<file path="src/rtl/common_pkg.sv">
// Shared types for the clock front panel: command pulses, UI mode and timing helpers.
package common_pkg;

  // One-cycle command pulses consumed by clock_controller.
  typedef struct packed {
    logic clock_do_display_time;
    logic clock_do_set_time;
    logic clock_do_set_alarm;
    logic clock_do_up;
    logic clock_do_left;
    logic clock_do_toggle_alarm;
  } clock_op_t;

  typedef enum logic [1:0] {
    MODE_DISPLAY   = 2'd0,
    MODE_SET_TIME  = 2'd1,
    MODE_SET_ALARM = 2'd2
  } ui_mode_t;

  // Number of clock cycles in a span of milliseconds.
  function automatic int unsigned cyc_per_ms(input int unsigned clock_frequency,
                                             input int unsigned ms);
    return (clock_frequency / 1000) * ms;
  endfunction

  // MODE button walks display -> set time -> set alarm -> display.
  function automatic ui_mode_t next_mode(input ui_mode_t m);
    case (m)
      MODE_DISPLAY:  return MODE_SET_TIME;
      MODE_SET_TIME: return MODE_SET_ALARM;
      default:       return MODE_DISPLAY;
    endcase
  endfunction

endpackage

</file>
<file path="src/rtl/button_debouncer.sv">
// One push-button: 2-FF synchroniser, polarity fix, debounce and press pulse.
module button_debouncer
  import common_pkg::*;
#(
  parameter int unsigned CLOCK_FREQUENCY = 27_000_000,
  parameter int unsigned DEBOUNCE_MS     = 20,
  parameter bit          ACTIVE_LOW      = 1'b1
) (
  input  logic clk_i,
  input  logic rst_i,
  input  logic btn_i,
  output logic level_o,
  output logic press_o
);

  localparam int unsigned DEB_CYC = cyc_per_ms(CLOCK_FREQUENCY, DEBOUNCE_MS);
  localparam int unsigned CNT_W   = (DEB_CYC > 1) ? $clog2(DEB_CYC) : 1;

  logic [1:0]       sync_q;
  logic [CNT_W-1:0] cnt_q, cnt_d;
  logic             deb_q, deb_d;
  logic             press_q, press_d;
  logic             lvl;

  // Normalise so that pressed reads as 1.
  assign lvl = ACTIVE_LOW ? ~sync_q[1] : sync_q[1];

  // Count cycles of disagreement; accept the new level once it has been stable long enough.
  always_comb begin
    cnt_d   = '0;
    deb_d   = deb_q;
    press_d = 1'b0;
    if (lvl != deb_q) begin
      if (cnt_q == CNT_W'(DEB_CYC - 1)) begin
        deb_d   = lvl;
        press_d = lvl;
      end else begin
        cnt_d = cnt_q + CNT_W'(1);
      end
    end
  end

  // Synchroniser resets to the released pin level so reset never looks like a press.
  always_ff @(posedge clk_i) begin
    if (rst_i) begin
      sync_q  <= {2{ACTIVE_LOW}};
      cnt_q   <= '0;
      deb_q   <= 1'b0;
      press_q <= 1'b0;
    end else begin
      sync_q  <= {sync_q[0], btn_i};
      cnt_q   <= cnt_d;
      deb_q   <= deb_d;
      press_q <= press_d;
    end
  end

  assign level_o = deb_q;
  assign press_o = press_q;

endmodule

</file>
<file path="src/rtl/button_control.sv">
// Front-panel buttons to clock_controller commands: UI mode FSM, UP auto-repeat, arbiter.
module button_control
  import common_pkg::*;
#(
  parameter int unsigned CLOCK_FREQUENCY = 27_000_000,
  parameter int unsigned DEBOUNCE_MS     = 20,
  parameter int unsigned HOLD_MS         = 500,
  parameter int unsigned REPEAT_MS       = 150,
  parameter bit          BTN_ACTIVE_LOW  = 1'b1
) (
  input  logic       i_clk,
  input  logic       i_rst,
  input  logic       i_btn_mode,
  input  logic       i_btn_up,
  input  logic       i_btn_left,
  input  logic       i_btn_alarm,
  output clock_op_t  o_clock_control,
  output logic [1:0] o_mode
);

  localparam int unsigned HOLD_CYC = cyc_per_ms(CLOCK_FREQUENCY, HOLD_MS);
  localparam int unsigned REP_CYC  = cyc_per_ms(CLOCK_FREQUENCY, REPEAT_MS);
  localparam int unsigned RPT_MAX  = (HOLD_CYC > REP_CYC) ? HOLD_CYC : REP_CYC;
  localparam int unsigned CNT_W    = $clog2(RPT_MAX + 1);

  logic press_mode, press_up, press_left, press_alarm;
  logic lvl_mode, lvl_up, lvl_left, lvl_alarm;
  logic unused_lvl;

  clock_op_t        op_q, op_d;
  ui_mode_t         mode_q, mode_d;
  logic             startup_q;
  logic             pend_mode_q, pend_mode_d;
  logic             pend_alarm_q, pend_alarm_d;
  logic             pend_left_q, pend_left_d;
  logic             pend_up_q, pend_up_d;
  logic [CNT_W-1:0] rpt_cnt_q, rpt_cnt_d;
  logic             rpt_phase_q, rpt_phase_d;
  logic             req_mode, req_alarm, req_left, req_up;
  logic             set_mode, rep_fire, mode_chg;

  button_debouncer #(.CLOCK_FREQUENCY(CLOCK_FREQUENCY), .DEBOUNCE_MS(DEBOUNCE_MS), .ACTIVE_LOW(BTN_ACTIVE_LOW))
    u_deb_mode  (.clk_i(i_clk), .rst_i(i_rst), .btn_i(i_btn_mode),  .level_o(lvl_mode),  .press_o(press_mode));
  button_debouncer #(.CLOCK_FREQUENCY(CLOCK_FREQUENCY), .DEBOUNCE_MS(DEBOUNCE_MS), .ACTIVE_LOW(BTN_ACTIVE_LOW))
    u_deb_up    (.clk_i(i_clk), .rst_i(i_rst), .btn_i(i_btn_up),    .level_o(lvl_up),    .press_o(press_up));
  button_debouncer #(.CLOCK_FREQUENCY(CLOCK_FREQUENCY), .DEBOUNCE_MS(DEBOUNCE_MS), .ACTIVE_LOW(BTN_ACTIVE_LOW))
    u_deb_left  (.clk_i(i_clk), .rst_i(i_rst), .btn_i(i_btn_left),  .level_o(lvl_left),  .press_o(press_left));
  button_debouncer #(.CLOCK_FREQUENCY(CLOCK_FREQUENCY), .DEBOUNCE_MS(DEBOUNCE_MS), .ACTIVE_LOW(BTN_ACTIVE_LOW))
    u_deb_alarm (.clk_i(i_clk), .rst_i(i_rst), .btn_i(i_btn_alarm), .level_o(lvl_alarm), .press_o(press_alarm));

  // Only the UP level drives logic; the other held levels are intentionally unused.
  assign unused_lvl = lvl_mode ^ lvl_left ^ lvl_alarm;

  assign set_mode = (mode_q != MODE_DISPLAY);

  // Auto-repeat strobe: first after the hold time, then once per repeat period.
  assign rep_fire = lvl_up & set_mode &
                    (rpt_phase_q ? (rpt_cnt_q == CNT_W'(REP_CYC)) : (rpt_cnt_q == CNT_W'(HOLD_CYC)));

  // A source requests when freshly pressed or still pending; a repeat merges into UP.
  assign req_mode  = press_mode  | pend_mode_q;
  assign req_alarm = press_alarm | pend_alarm_q;
  assign req_left  = press_left  | pend_left_q;
  assign req_up    = press_up    | rep_fire | pend_up_q;

  // Fixed-priority arbiter; losers stay pending, LEFT/UP are validated against the current mode.
  always_comb begin
    op_d         = '0;
    mode_d       = mode_q;
    pend_mode_d  = req_mode;
    pend_alarm_d = req_alarm;
    pend_left_d  = req_left;
    pend_up_d    = req_up;
    if (startup_q) begin
      op_d.clock_do_display_time = 1'b1;
    end else if (req_mode) begin
      pend_mode_d = 1'b0;
      mode_d      = next_mode(mode_q);
      case (mode_d)
        MODE_SET_TIME:  op_d.clock_do_set_time     = 1'b1;
        MODE_SET_ALARM: op_d.clock_do_set_alarm    = 1'b1;
        default:        op_d.clock_do_display_time = 1'b1;
      endcase
    end else if (req_alarm) begin
      pend_alarm_d               = 1'b0;
      op_d.clock_do_toggle_alarm = 1'b1;
    end else if (req_left) begin
      pend_left_d       = 1'b0;
      op_d.clock_do_left = set_mode;
    end else if (req_up) begin
      pend_up_d        = 1'b0;
      op_d.clock_do_up = set_mode;
    end
  end

  assign mode_chg = (mode_d != mode_q);

  // Hold/repeat counter runs only while UP is held in a set mode with no mode change.
  always_comb begin
    rpt_cnt_d   = rpt_cnt_q + CNT_W'(1);
    rpt_phase_d = rpt_phase_q;
    if (!lvl_up || !set_mode || mode_chg) begin
      rpt_cnt_d   = '0;
      rpt_phase_d = 1'b0;
    end else if (rep_fire) begin
      rpt_cnt_d   = CNT_W'(1);
      rpt_phase_d = 1'b1;
    end
  end

  // State and output registers; startup_q marks the first cycle out of reset.
  always_ff @(posedge i_clk) begin
    if (i_rst) begin
      op_q         <= '0;
      mode_q       <= MODE_DISPLAY;
      startup_q    <= 1'b1;
      pend_mode_q  <= 1'b0;
      pend_alarm_q <= 1'b0;
      pend_left_q  <= 1'b0;
      pend_up_q    <= 1'b0;
      rpt_cnt_q    <= '0;
      rpt_phase_q  <= 1'b0;
    end else begin
      op_q         <= op_d;
      mode_q       <= mode_d;
      startup_q    <= 1'b0;
      pend_mode_q  <= pend_mode_d;
      pend_alarm_q <= pend_alarm_d;
      pend_left_q  <= pend_left_d;
      pend_up_q    <= pend_up_d;
      rpt_cnt_q    <= rpt_cnt_d;
      rpt_phase_q  <= rpt_phase_d;
    end
  end

  assign o_clock_control = op_q;
  assign o_mode          = mode_q;

endmodule
</file>
<file path="config.mk">
export PLATFORM = sky130hd
export DESIGN_NAME = button_control
export DESIGN_NICKNAME = d
export VERILOG_FILES = /design/src/rtl/common_pkg.sv /design/src/rtl/button_debouncer.sv /design/src/rtl/button_control.sv
export SDC_FILE = /design/constraint.sdc
export NUM_CORES = 1
export LEC_CHECK = 0
export ABC_AREA = 1
export CORE_MARGIN = 3
export CORE_UTILIZATION = 60
export CTS_CLUSTER_DIAMETER = 100
export DETAILED_ROUTE_END_ITERATION = 10
export PLACE_DENSITY_LB_ADDON = 0.1
export SYNTH_ARGS = -nofsm -noshare
export SYNTH_HDL_FRONTEND = slang
export SYNTH_HIERARCHICAL = 1
export SYNTH_SLANG_ARGS = --single-unit
</file>
<file path="constraint.sdc">
create_clock -name i_clk -period 1.6 [get_ports i_clk]
set_input_delay 0.16 -clock i_clk [delete_from_list [all_inputs] [get_ports i_clk]]
set_output_delay 0.16 -clock i_clk [all_outputs]
set_load 0.05 [all_outputs]
</file>
# After elaboration in Yosys (flattened, before gate mapping)
# Cells that the tools add are included.
# totals
ff_bits,134
elab_cells,122
# op_classes
n_addsub,5
eq_ne,14
n_mux,23
bitwise_logic,23
reduce_logical,26
# op_table
cell,n
$add A20 B1 Y20 const B,4
$eq A20 B20 Y1 const B,4
$reduce_or A3 Y1,11
$add A24 B1 Y24 const B,1
$eq A24 B22 Y1 const B,1
$eq A24 B24 Y1 const B,1
$mux W1,17
$not A1 Y1,16
$mux W2,4
$reduce_and A2 Y1,4
$reduce_or A2 Y1,3
$reduce_or A6 Y1,1
$or A1 B1 Y1,5
$reduce_or A5 Y1,1
$eq A2 B1 Y1 const B,2
$ne A1 B1 Y1,4
$pmux W2 S2,1
$mux W3,1
$and A1 B1 Y1,2
$eq A2 B2 Y1 const B,1
$logic_not A1 Y1,2
$logic_not A2 Y1,1
$logic_or A1 B1 Y1,2
$ne A2 B2 Y1,1
$reduce_bool A2 Y1,1

# Depth between registers and ports, before layout
# Gate-level depths: netlist of run 1.
# logic_depth
depth_word,9
mapped_depth,10
depth_no_buf,9

# Cells and area by module
# Netlist of run 1, hierarchy kept.
# by_module_without_submodules
mod,instances,cells_each,area_each_um2,seq_area_each_um2
button_debouncer,4,177,1272.5,480.5
button_control,1,248,1779.2,760.7

# Worst setup path before layout of run 1
# Ideal clock, no wire load.
# synth_path
path_kind,reg-to-reg
start,register mode_q[1] (netlist: o_mode[1])
end,register rpt_cnt_q[3]
setup_time_ns,0.070
arrival_time_ns,1.360
required_time_ns,1.530
setup_slack_ns,0.171
path_stages_with_launch,8
path_buffers,1
synth_period_minus_slack_ns,1.429
cell_sequence,dfxtp_1 > nor2_1 > nor2_1 > nand2_1 > clkinv_1 > nand2_2 > buf_6 > a21oi_1
# synth_via
elab_chain_len,9
elab_cells_between_ends,15
cone_classes,eq/ne: 2; mux: 5; bitwise: 2; reduce/logical: 6
# synth_lines
element,line,text
"start, declared",button_control.sv:31,"ui_mode_t mode_q, mode_d;"
"start signal, assigned",button_control.sv:125,mode_q <= mode_d;
$eq A2 B1 Y1 or $logic_not A2 Y1 (tied branches),common_pkg.sv:28,case (m)
$pmux W2 S2,common_pkg.sv:28,
$mux W2,button_control.sv:76,end else if (req_mode) begin
$mux W2,button_control.sv:74,if (startup_q) begin
$mux W2,button_control.sv:76,
$mux W2,button_control.sv:74,
$ne A2 B2 Y1,button_control.sv:96,assign mode_chg = (mode_d != mode_q);
$logic_or A1 B1 Y1,button_control.sv:102,if (!lvl_up || !set_mode || mode_chg) begin
$reduce_or A3 Y1 (no source line) (*),--,
"end signal, assigned",button_control.sv:131,rpt_cnt_q <= rpt_cnt_d;
"end, declared",button_control.sv:37,"logic [CNT_W-1:0] rpt_cnt_q, rpt_cnt_d;"
# Every way passes the cells marked *; elsewhere a longest branch is shown, timed or not. The select of a mux whose other input is x is not followed.
# A chain may end at the register's enable or synchronous reset.

# Worst setup path in the final report of run 1
# layout_path
start,register u_deb_up.cnt_q[0]
end,register u_deb_up.cnt_q[3]
# layout_via
elab_chain_len,2
elab_cells_between_ends,3
cone_classes,add/sub: 1; eq/ne: 1; reduce/logical: 1
# layout_lines
element,line,text
"start, declared",button_debouncer.sv:20,"logic [CNT_W-1:0] cnt_q, cnt_d;"
"start signal, assigned",button_debouncer.sv:52,cnt_q <= cnt_d;
branches (longest 2 deep; another with $add A20 B1 Y20),--,
# Several ways; the timed one is not identified.

==> results of run 1 <==
## how the worst max path moves through the flow
stage / cells past startpoint / endpoint / slack, ns / from
CTS: 7 / rpt_cnt_q[22] / 0.04 / rpt_cnt_q[0]
global placement: 8 / rpt_cnt_q[20] / 0.03 / rpt_cnt_q[0]
global route: 7 / u_deb_up/cnt_q[7] / -0.009 / u_deb_up/cnt_q[1]
floorplan: 7 / rpt_cnt_q[3] / 0.17 / o_mode[1]
finish: 7 / u_deb_up/cnt_q[3] / 0.13 / u_deb_up/cnt_q[0]
detailed placement: 8 / rpt_cnt_q[20] / -0.0005 / rpt_cnt_q[0]
## layout by cell type (no fill, tap or decap), types with 2 or more instances in the layout
| master | n |
|---|---|
| a21oi_1 | 23 |
| a21oi_2 | 16 |
| and2_1 | 4 |
| buf_12 | 4 |
| buf_4 | 24 |
| bufinv_16 | 3 |
| clkbuf_1 | 2 |
| clkbuf_16 | 17 |
| clkbuf_8 | 2 |
| clkdlybuf4s50_1 | 5 |
| clkinv_2 | 3 |
| clkinv_4 | 3 |
| dfxtp_1 | 133 |
| ha_1 | 5 |
| inv_1 | 87 |
| inv_2 | 5 |
| nand2_1 | 215 |
| nand2_2 | 27 |
| nand3_1 | 35 |
| nand3_2 | 17 |
| nand3b_1 | 8 |
| nand4_1 | 20 |
| nor2_1 | 218 |
| nor2_2 | 19 |
| nor2_4 | 13 |
| nor2_8 | 4 |
| nor3_1 | 10 |
| nor3_2 | 3 |
| o21ai_0 | 4 |
| o21ai_1 | 4 |
| o22ai_1 | 2 |
| or2_0 | 8 |
| or2_2 | 8 |
| xnor2_1 | 24 |
| xor2_1 | 28 |
## layer usage
metal | GRT usage (%) | up-vias
li1 | - | 3071
met1 | 28.4 | 2584
met2 | 37.0 | 91
met3 | 5.51 | 16
met4 | 8.41 | 0
met5 | 0 | -
## flip-flops by register name (all words and copies together) (netlist names), 2 cells and up
signal / flops
u_deb_mode/sync_q: 2
u_deb_left/cnt_q: 20
u_deb_alarm/cnt_q: 20
rpt_cnt_q: 24
u_deb_left/sync_q: 2
u_deb_up/sync_q: 2
u_deb_mode/cnt_q: 20
u_deb_up/cnt_q: 20
o_clock_control: 6
o_mode: 2
u_deb_alarm/sync_q: 2
## report_power, final
part	switching (mW)	total [mW]	internal, mW	leakage, nW
clock network	1.41	3.95	2.53	0.297
logic	0.0601	0.103	0.0428	1.16
registers	0.00726	3.36	3.35	1.08
total	1.48	7.41	5.93	2.54
## kinds of logic after synthesis
group | count (synthesis) | share of synthesized area (%)
flip-flops | 134 | 39.1
AND/OR/NAND/NOR | 611 | 41.9
AO/OA/AOI/OAI | 50 | 4.57
buffers and inverters | 103 | 6.72
adder cells (fa/ha/maj) | 6 | 1.09
XOR/XNOR | 52 | 6.63
## worst reg2reg max path, stage by stage (launching register included)
cell	delay, ns
dfxtp_1	0.39
ha_2	0.22
nand3_2	0.12
nor2_1	0.13
nand4_1	0.16
nand2_2	0.12
buf_12	0.16
nor2_1	0.07
## final cells by class
| type | count | share of cell area, % |
|---|---|---|
| multi-input cells | 719 | 47.5 |
| clock buffers | 21 | 5.85 |
| well taps | 140 | 2.23 |
| repair buffers | 33 | 3.94 |
| clock inverters | 11 | 1.88 |
| inverters | 93 | 4.44 |
| flip-flops and latches | 134 | 34.1 |
## repair_timing
item                                    in CTS  in global routing
gates resized for setup                      1                  4
pin swaps                                    0                  3
buffers inserted                             0                  2
gates cloned                                 0                  0
hold buffers                                 0                  0
endpoints found under the setup margin       1                 50
==> metrics.md, run 1 <==
| Metric | Value |
|---|---|
| Pre-antenna DRT Iters | `5` |
| Pwr Total | `7.41 mW` |
| CTS tree | `built` |
| Via/cell ratio | `5.01` |
| Most common flop cell mapped by yosys | `dfxtp_1` |
| Reg-to-reg endpoint | `u_deb_up/cnt_q[3]` |
| Fin Hold WS | `0.300 ns` |
| Pwr Density | `942 nW/um^2` |
| TritonCTS Sinks | `134` |
| Top cell type's share of synthesized area | `39.1%` |
| DPL Wire Length | `9450 microns` |
| Commonest cells post-synth | `nor2_1 (218), nand2_1 (216), dfxtp_1 (134)` |
| Rel. slew slack | `76.1%` |
| Max Slew Vio Count | `0` |
| Initial Util | `62.3%` |
| Total congestion overflow | `0` |
| Longest Clk Path Bufs | `2` |
| Count leader, synth | `nor2_1` |
| Non-filler cells, final | `1151` |
| Register area share after synthesis | `39.1%` |
| Final Util | `71.3%` |
| Crit path required time | `1.90 ns` |
| Hold/Removal Path Class | `in2reg` |
| Cells on worst reg2reg path | `7` |
| GPL Wtd Cong | `0.904` |
| Final instance area | `7870 sq um` |
| Max stage delay cell, worst path | `dfxtp_1` |
| Critical Path Most Common Cell | `nor2_1` |
| Final hold vios | `0` |
| Core ar. | `11000 sq um` |
| Row Count | `38` |
| Least-Margin Pin Slew | `0.355 ns` |
| Later-pin clock latency in the skew report | `0.42 ns` |
| Post-synthesis cell count | `956` |
| Die H | `113 microns` |
| Status | `complete, no violations` |
| Top cell type by total area after synthesis | `dfxtp_1` |
| Synthesis-to-layout area growth | `14.5%` |
| Number of vias in the routed layout | `5762` |
| H-tree depth | `4` |
| IO Port Bufs | `13` |
| Met2 WL | `6310 microns` |
| Post-Synthesis Cell Area | `6870 sq um` |
| Leakage | `2.54 nW` |
| Area of the multi-input gates | `3740 sq um` |
| Crit path largest cell delay | `0.39 ns` |
| Netlist cell types | `30` |
| Post-synthesis async set-or-reset flop share | `0%` |
| First-pass GRT wire length | `23600 microns` |
| Largest net degree at the start of global routing | `32` |
| Fin crit share | `91.7%` |
| Highest routed layer | `met4` |
| Clk root buf | `clkbuf_16` |
| Nets | `1010` |
| DP Worst Slack | `-0.000478 ns` |
| Worst hold path depth | `2` |
| Clock Skew | `0.00614 ns` |
| Die X | `113 microns` |
| CP arrival | `1.77 ns` |
| Worst vdd ir | `1.01 mV` |
| Routed len/inst | `11.5 microns` |
| FF/Latch Area | `2680 sq um` |
| F_max | `0.681 GHz` |
| Initial antenna violation count | `0` |
| Startpoint class of the critical path | `flip-flop` |
| Maxcap violations | `0` |
| Fraction of layout cells with a size suffix above 1 | `17.1%` |
| Origin of the worst min-delay path | `i_btn_left` |
| DR iter-0 viols | `375` |
| Final setup TNS | `0 ns` |
| Die ar. | `12800 sq um` |
| Endpoints failing setup | `0` |
| CP Capture Type | `flip-flop` |
| Fill count | `949` |
| Yosys warning count | `6` |
| Routed metal-1 wire length | `6250 microns` |
| Worst path cell trace | `ha_2 -> nand3_2 -> nor2_1 -> nand4_1 -> nand2_2 -> buf_12 -> nor2_1` |
| Gr usage total | `22.4%` |
| Tmin final | `1.47 ns` |
| Number of synthesized register bits | `134` |
| Diodes inserted | `0` |
| Num CTS Buffers | `17` |
| Post-DP Area | `7230 sq um` |
| Detailed-route DRC error count | `0` |
| Hold Path End | `u_deb_left/sync_q[0]` |
| Worst R2R Start | `u_deb_up/cnt_q[0]` |
| Num ports | `14` |
| Number of flops mapped to enable cells by yosys | `0` |
| Vias in the first global route | `5461` |
| Total Routed Length | `13300 microns` |
| Worst reg2reg setup slack | `0.13 ns` |
| Area contributors post-synth | `dfxtp_1 (39%), nor2_1 (12%), nand2_1 (12%), inv_1 (4.8%), xor2_1 (3.6%)` |
| CTS clock-pin slew for the worst setup and hold paths | `0.06 ns` |
| Critical path fanouts, max | `20` |
| Placed cell count | `1117` |
| Kind of critical path | `reg2reg` |
| Syn avg cell area | `7.19 sq um` |
| Met3 routed WL | `529 microns` |
| Final WS setup | `0.132 ns` |
| Syn nets | `968` |
| Top Family by Delay on Critical Path | `simple AND/OR/NAND/NOR gates` |
| CP bufs+invs | `1` |
| Detail Route Antenna Nets | `0` |
No activity file was read; power rests on OpenSTA's default activity.
==> run 2, diff against run 1 <==
--- a/config.mk
+++ b/config.mk
@@ -8,9 +8,11 @@
 export ABC_AREA = 1
 export CORE_MARGIN = 3
 export CORE_UTILIZATION = 60
+export CTS_BUF_LIST = sky130_fd_sc_hd__clkbuf_4 sky130_fd_sc_hd__clkbuf_8
 export CTS_CLUSTER_DIAMETER = 100
 export DETAILED_ROUTE_END_ITERATION = 10
 export PLACE_DENSITY_LB_ADDON = 0.1
+export SKIP_CTS_REPAIR_TIMING = 1
 export SYNTH_ARGS = -nofsm -noshare
 export SYNTH_HDL_FRONTEND = slang
 export SYNTH_HIERARCHICAL = 1
==> metrics.md, run 2 (synthesis gave the netlist of run 1 again) <==
| Metric | Value |
|---|---|
| Pwr Density | `834 nW/um^2 (-11%)` |
| Commonest non-fill, non-tap cell in the layout | `nor2_1` |
| Kind of critical path | `reg2reg` |
| Detail Route Antenna Nets | `0 (unchanged)` |
| Vias in the first global route | `5417 (-0.81%)` |
| Num CTS Buffers | `17 (unchanged)` |
| TritonCTS Sinks | `134 (unchanged)` |
| Non-filler cells, final | `1149 (-0.17%)` |
| CP Capture Type | `flip-flop` |
| Endpoints failing setup | `0 (unchanged)` |
| Worst vdd ir | `0.744 mV (-26%)` |
| Pre-antenna DRT Iters | `5 (unchanged)` |
| GPL Wtd Cong | `0.904 (unchanged)` |
| Max reg flops | `24 (unchanged)` |
| Nets | `1008 (-0.20%)` |
| Placed cell count | `1117 (unchanged)` |
| Later-pin clock latency in the skew report | `0.43 ns (about the same)` |
| Routed len/inst | `11.2 microns (-2.7%)` |
| Largest reg by FF count | `rpt_cnt_q` |
| Most frequent cells in the layout | `nor2_1 (218), nand2_1 (215), dfxtp_1 (131), inv_1 (87), nand3_1 (35)` |
| Initial antenna violation count | `0 (unchanged)` |
| DP Worst Slack | `-0.000478 ns (unchanged)` |
| Die H | `113 microns (unchanged)` |
| Max stage delay cell, worst path | `dfxtp_1` |
| Detailed-route DRC error count | `0 (unchanged)` |
| Crit path required time | `1.91 ns (about the same)` |
| Longest Clk Path Bufs | `2 (unchanged)` |
| F_max | `0.680 GHz (-0.13%)` |
| Initial Util | `62.3% (unchanged)` |
| CP bufs+invs | `1 (unchanged)` |
| CTS tree | `built` |
| Final Util | `69.5% (-1.8 points)` |
| Largest net degree at the start of global routing | `32 (unchanged)` |
| Clock Skew | `0.00993 ns (+0.00379 ns)` |
| Worst R2R Start | `u_deb_up/cnt_q[0]` |
| Maxcap violations | `0 (unchanged)` |
| Diodes inserted | `0 (unchanged)` |
| Final hold vios | `0 (unchanged)` |
| Critical path fanouts, max | `20 (unchanged)` |
| Core ar. | `11000 sq um (unchanged)` |
| Fraction of layout cells with a size suffix above 1 | `17.3% (+0.23 points)` |
| H-tree depth | `4 (unchanged)` |
| Startpoint class of the critical path | `flip-flop` |
| Via/cell ratio | `4.98 (-0.45%)` |
| DR iter-0 viols | `383 (+2.1%)` |
| Worst path cell trace | `ha_2 -> nand3_2 -> nor2_1 -> nand4_1 -> nand2_2 -> buf_12 -> nor2_1` |
| Gr usage total | `21.7% (-0.68 points)` |
| Num ports | `14 (unchanged)` |
| Total Routed Length | `12900 microns (-2.8%)` |
| Synthesis-to-layout area growth | `11.7%` |
| Die X | `113 microns (unchanged)` |
| Clk root buf | `clkbuf_8` |
| IO Port Bufs | `13 (unchanged)` |
| Final setup TNS | `0 ns (unchanged)` |
| Total congestion overflow | `0 (unchanged)` |
| Least-Margin Pin Slew | `0.353 ns (-0.00173 ns)` |
| Hold/Removal Path Class | `in2reg` |
| CP arrival | `1.78 ns (about the same)` |
| Leakage | `2.45 nW (-3.5%)` |
| Row Count | `38 (unchanged)` |
| Crit path launch | `u_deb_up/cnt_q[0]` |
| Tmin final | `1.47 ns (+0.00188 ns)` |
| Top Family by Delay on Critical Path | `simple AND/OR/NAND/NOR gates` |
| Status | `complete, no violations` |
| Crit path largest cell delay | `0.39 ns (about the same)` |
| Critical Path Most Common Cell | `nor2_1` |
| Fin crit share | `91.9% (+0.12 points)` |
| Origin of the worst min-delay path | `i_btn_left` |
| Die ar. | `12800 sq um (unchanged)` |
| Final WS setup | `0.130 ns (-0.00188 ns)` |
| DPL Wire Length | `9450 microns (unchanged)` |
| First-pass GRT wire length | `23200 microns (-1.8%)` |
| CTS clock-pin slew for the worst setup and hold paths | `0.08 ns (+0.02 ns)` |
| Max Slew Vio Count | `0 (unchanged)` |
| Number of vias in the routed layout | `5726 (-0.62%)` |
| Rel. slew slack | `76.2% (+0.12 points)` |
[run 2: changes by cell type in the layout (fill, tap and decap cells not counted)]
cell       previous run  this run
dfxtp_1             133       131
buf_4                24        22
dfxtp_2               1         3
clkbuf_16            17         0
clkbuf_4              0         2
clkbuf_1              2         0
clkbuf_8              2        19
[run 2: metrics by stage]
| stage | area (sq um) | hold slack, ns | total power [mW] |
|---|---|---|---|
| 4_1_cts | 7650 | 0.252 | 6.48 |
| 6_report | 7670 | 0.279 | 6.40 |
| 3_5_place_dp | 7230 | 0.398 | 3.53 |
| 5_1_grt | 7670 | 0.257 | 6.64 |
| 3_3_place_gp | 7230 | 0.391 | 3.53 |
| 2_1_floorplan | 6870 | 0.188 | 3.49 |
[run 2: path summary, 6_finish.rpt]
path	depth (start not counted)	slack, ns	end
hold reg to reg	1	0.42	u_deb_alarm/sync_q[1]
setup reg to reg	7	0.13	u_deb_up/cnt_q[3]
setup / recovery	7	0.13	u_deb_up/cnt_q[3]
hold / removal	2	0.28	u_deb_left/sync_q[0]
[run 2: layer usage]
layer  vias to the layer above  share of wire [%]  track usage, %
met2                        76                 47            35.7
met4                         0                1.1            6.33
li1                       3062                  -               -
met3                        19                3.5            5.67
met5                         -                  0               0
met1                      2569                 49            28.3
[run 2: where the power goes]
| group | internal, mW | switching (mW) |
|---|---|---|
| Combinational | 0.0427 | 0.0594 |
| Clock | 1.66 | 1.28 |
| Sequential | 3.35 | 0.00717 |
[run 2: area by class of cell]
| class | instances | area, sq um |
|---|---|---|
| sequential | 134 | 2690 |
| multi-input combinational | 719 | 3740 |
| tap | 140 | 175 |
| clock inverter | 11 | 148 |
| timing repair buffer | 31 | 295 |
| inverter | 93 | 349 |
| fill | 978 | 3360 |
| clock buffer | 21 | 277 |
==> run 3, diff against run 2 <==
--- a/config.mk
+++ b/config.mk
@@ -11,6 +11,7 @@
 export CTS_BUF_LIST = sky130_fd_sc_hd__clkbuf_4 sky130_fd_sc_hd__clkbuf_8
 export CTS_CLUSTER_DIAMETER = 100
 export DETAILED_ROUTE_END_ITERATION = 10
+export DONT_BUFFER_PORTS = 1
 export PLACE_DENSITY_LB_ADDON = 0.1
 export SKIP_CTS_REPAIR_TIMING = 1
 export SYNTH_ARGS = -nofsm -noshare
==> metrics.md, run 3 (synthesis gave the netlist of run 1 again) <==
| Metric | Value |
|---|---|
| Cell internal pwr | `4.70 mW (-7.0%)` |
| TritonCTS Sinks | `134 (unchanged)` |
| RSZ-0062 raised after global routing | `no` |
| DR iter-0 viols | `375 (-2.1%)` |
| Row Count | `38 (unchanged)` |
| Max stage delay cell, worst path | `dfxtp_1` |
| Tmin final | `1.49 ns (+0.0211 ns)` |
| CP bufs+invs | `2 (+1)` |
| Least-Margin Pin Slew | `0.552 ns (+0.199 ns)` |
| Pwr Density | `783 nW/um^2 (-6.1%)` |
| Core ar. | `11000 sq um (unchanged)` |
| Seq pwr share | `56.0% (+3.6 points)` |
| Crit path largest cell delay | `0.40 ns (about the same)` |
| Largest net degree at the start of global routing | `33 (+3.1%)` |
| Fraction of layout cells with a size suffix above 1 | `16.0% (-1.4 points)` |
| Top Family by Delay on Critical Path | `simple AND/OR/NAND/NOR gates` |
| Final setup TNS | `0 ns (unchanged)` |
| Routed len/inst | `11.4 microns (+1.3%)` |
| Maxcap violations | `0 (unchanged)` |
| DPL Wire Length | `9360 microns (-0.96%)` |
| Die X | `113 microns (unchanged)` |
| Detailed-route DRC error count | `0 (unchanged)` |
| Num CTS Buffers | `17 (unchanged)` |
| Worst hold path depth | `4 (+2)` |
| Status | `complete, no violations` |
| Total Routed Length | `13100 microns (+1.3%)` |
| Commonest non-fill, non-tap cell in the layout | `nor2_1` |
| Kind of critical path | `reg2reg` |
| Num ports | `14 (unchanged)` |
| Hold Path End | `u_deb_left/cnt_q[12]` |
| Longest Clk Path Bufs | `2 (unchanged)` |
| Fin crit share | `93.2% (+1.3 points)` |
| Cells on worst reg2reg path | `8 (+1)` |
| Worst reg2reg setup slack | `0.11 ns (-0.02 ns)` |
| Final hold vios | `0 (unchanged)` |
| Met1 GRT Util | `26.8% (-1.4 points)` |
| CTS tree | `built` |
| Startpoint class of the critical path | `flip-flop` |
| IO Port Bufs | `0 (-13)` |
| Worst vdd ir | `0.794 mV (+6.7%)` |
| Gr usage total | `21.5% (-0.22 points)` |
| CP Capture Type | `flip-flop` |
| Critical path fanouts, max | `12 (-40%)` |
| Placed cell count | `1099 (-1.6%)` |
| Nets | `1008 (unchanged)` |
| Initial antenna violation count | `0 (unchanged)` |
| Switching power | `1.30 mW (-3.1%)` |
| Die ar. | `12800 sq um (unchanged)` |
| Largest reg by FF count | `rpt_cnt_q` |
| H-tree depth | `4 (unchanged)` |
| Detail Route Antenna Nets | `0 (unchanged)` |
| Most frequent cells in the layout | `nor2_1 (217), nand2_1 (215), dfxtp_1 (133), inv_1 (87), nand3_1 (35)` |
| Later-pin clock latency in the skew report | `0.44 ns (about the same)` |
| CP arrival | `1.83 ns (+0.05 ns)` |
| Max Slew Vio Count | `0 (unchanged)` |
| CTS clock-pin slew for the worst setup and hold paths | `0.07 ns (about the same)` |
| Switching share of total power | `21.7% (+0.68 points)` |
| Origin of the worst min-delay path | `i_rst` |
| Initial Util | `62.3% (unchanged)` |
| Hold/Removal Path Class | `in2reg` |
| Worst path cell trace | `nand2_1 -> inv_1 -> nand3_1 -> nor2_2 -> nand3_2 -> nand2_2 -> buf_12 -> nor2_1` |
| Clk root buf | `clkbuf_8` |
| Non-filler cells, final | `1149 (unchanged)` |
| Rel. slew slack | `63.1% (-13 points)` |
| Number of vias in the routed layout | `5668 (-1.0%)` |
| Comb pwr share | `1.7% (about the same)` |
| Diodes inserted | `0 (unchanged)` |
| Synthesis-to-layout area growth | `11.6% (about the same)` |
| Via/cell ratio | `4.93 (-1.0%)` |
| Met2 Use GR | `35.7% (unchanged)` |
| Pre-antenna DRT Iters | `5 (unchanged)` |
| Grt met3 use | `5.61% (-0.053 points)` |
| Gr busiest metal | `met2` |
| Endpoints failing setup | `0 (unchanged)` |
| F_max | `0.671 GHz (-1.4%)` |
| GPL Wtd Cong | `0.896 (-0.87%)` |
| Worst R2R Start | `rpt_cnt_q[14]` |
| Total congestion overflow | `0 (unchanged)` |
| Crit path required time | `1.94 ns (+0.03 ns)` |
| Vias in the first global route | `5309 (-2.0%)` |
| Max reg flops | `24 (unchanged)` |
| Reg-to-reg endpoint | `rpt_cnt_q[2]` |
| Clock Skew | `0.0100 ns (+0.0000672 ns)` |
| Clk network pwr share | `42.3% (-3.7 points)` |
| Die H | `113 microns (unchanged)` |
| First-pass GRT wire length | `22600 microns (-2.3%)` |
| Leakage | `2.43 nW (-1.0%)` |
-- run 3: power groups by stage --
stage | combinational, mW | sequential, mW | clock, mW
3_5_place_dp | 0.0722 | 3.44 | 0
5_1_grt | 0.115 | 3.36 | 2.76
2_1_floorplan | 0.0597 | 3.43 | 0
4_1_cts | 0.0727 | 3.36 | 2.62
3_3_place_gp | 0.0713 | 3.44 | 0
6_report | 0.103 | 3.36 | 2.54
-- run 3: routing by layer --
metal,up-vias,part of all wire [%]
li1,3056,-
met1,2521,48
met2,75,48
met3,16,3.2
met4,0,1.4
met5,-,0
-- run 3: worst max path at each step --
stage | from | to | slack [ns] | depth (start not counted)
floorplan | o_mode[1] | rpt_cnt_q[3] | 0.17 | 7
global placement | rpt_cnt_q[12] | rpt_cnt_q[6] | 0.12 | 8
detailed placement | rpt_cnt_q[0] | rpt_cnt_q[20] | 0.13 | 8
CTS | rpt_cnt_q[0] | rpt_cnt_q[20] | 0.11 | 8
global route | rpt_cnt_q[14] | rpt_cnt_q[8] | 0.001 | 8
finish | rpt_cnt_q[14] | rpt_cnt_q[2] | 0.11 | 8
-- run 3: through the flow --
step | hold slack [ns] | worst slack, ns | instance area [sq um] | total power [mW] | utilization, %
2_1_floorplan | 0.188 | 0.171 | 6870 | 3.49 | -
3_3_place_gp | 0.192 | 0.117 | 7100 | 3.51 | 64.4
3_5_place_dp | 0.192 | 0.132 | 7100 | 3.51 | 64.4
4_1_cts | -0.284 | 0.108 | 7470 | 6.05 | 67.7
5_1_grt | 0.0511 | 0.00115 | 7660 | 6.23 | 69.5
6_report | 0.0645 | 0.109 | 7660 | 6.00 | 69.5
-- run 3: layout make-up --
class	instances	area (sq um)
sequential	134	2680
clock inverter	7	45.0
multi-input combinational	719	3740
inverter	93	349
tap	140	175
clock buffer	25	319
timing repair buffer	31	353
fill	946	3370
-- run 3: tightest hold or removal path: stages --
cell and delay, ns:
nor2_1 0.03, nand2_2 0.08, buf_12 0.16, a21oi_2 0.04
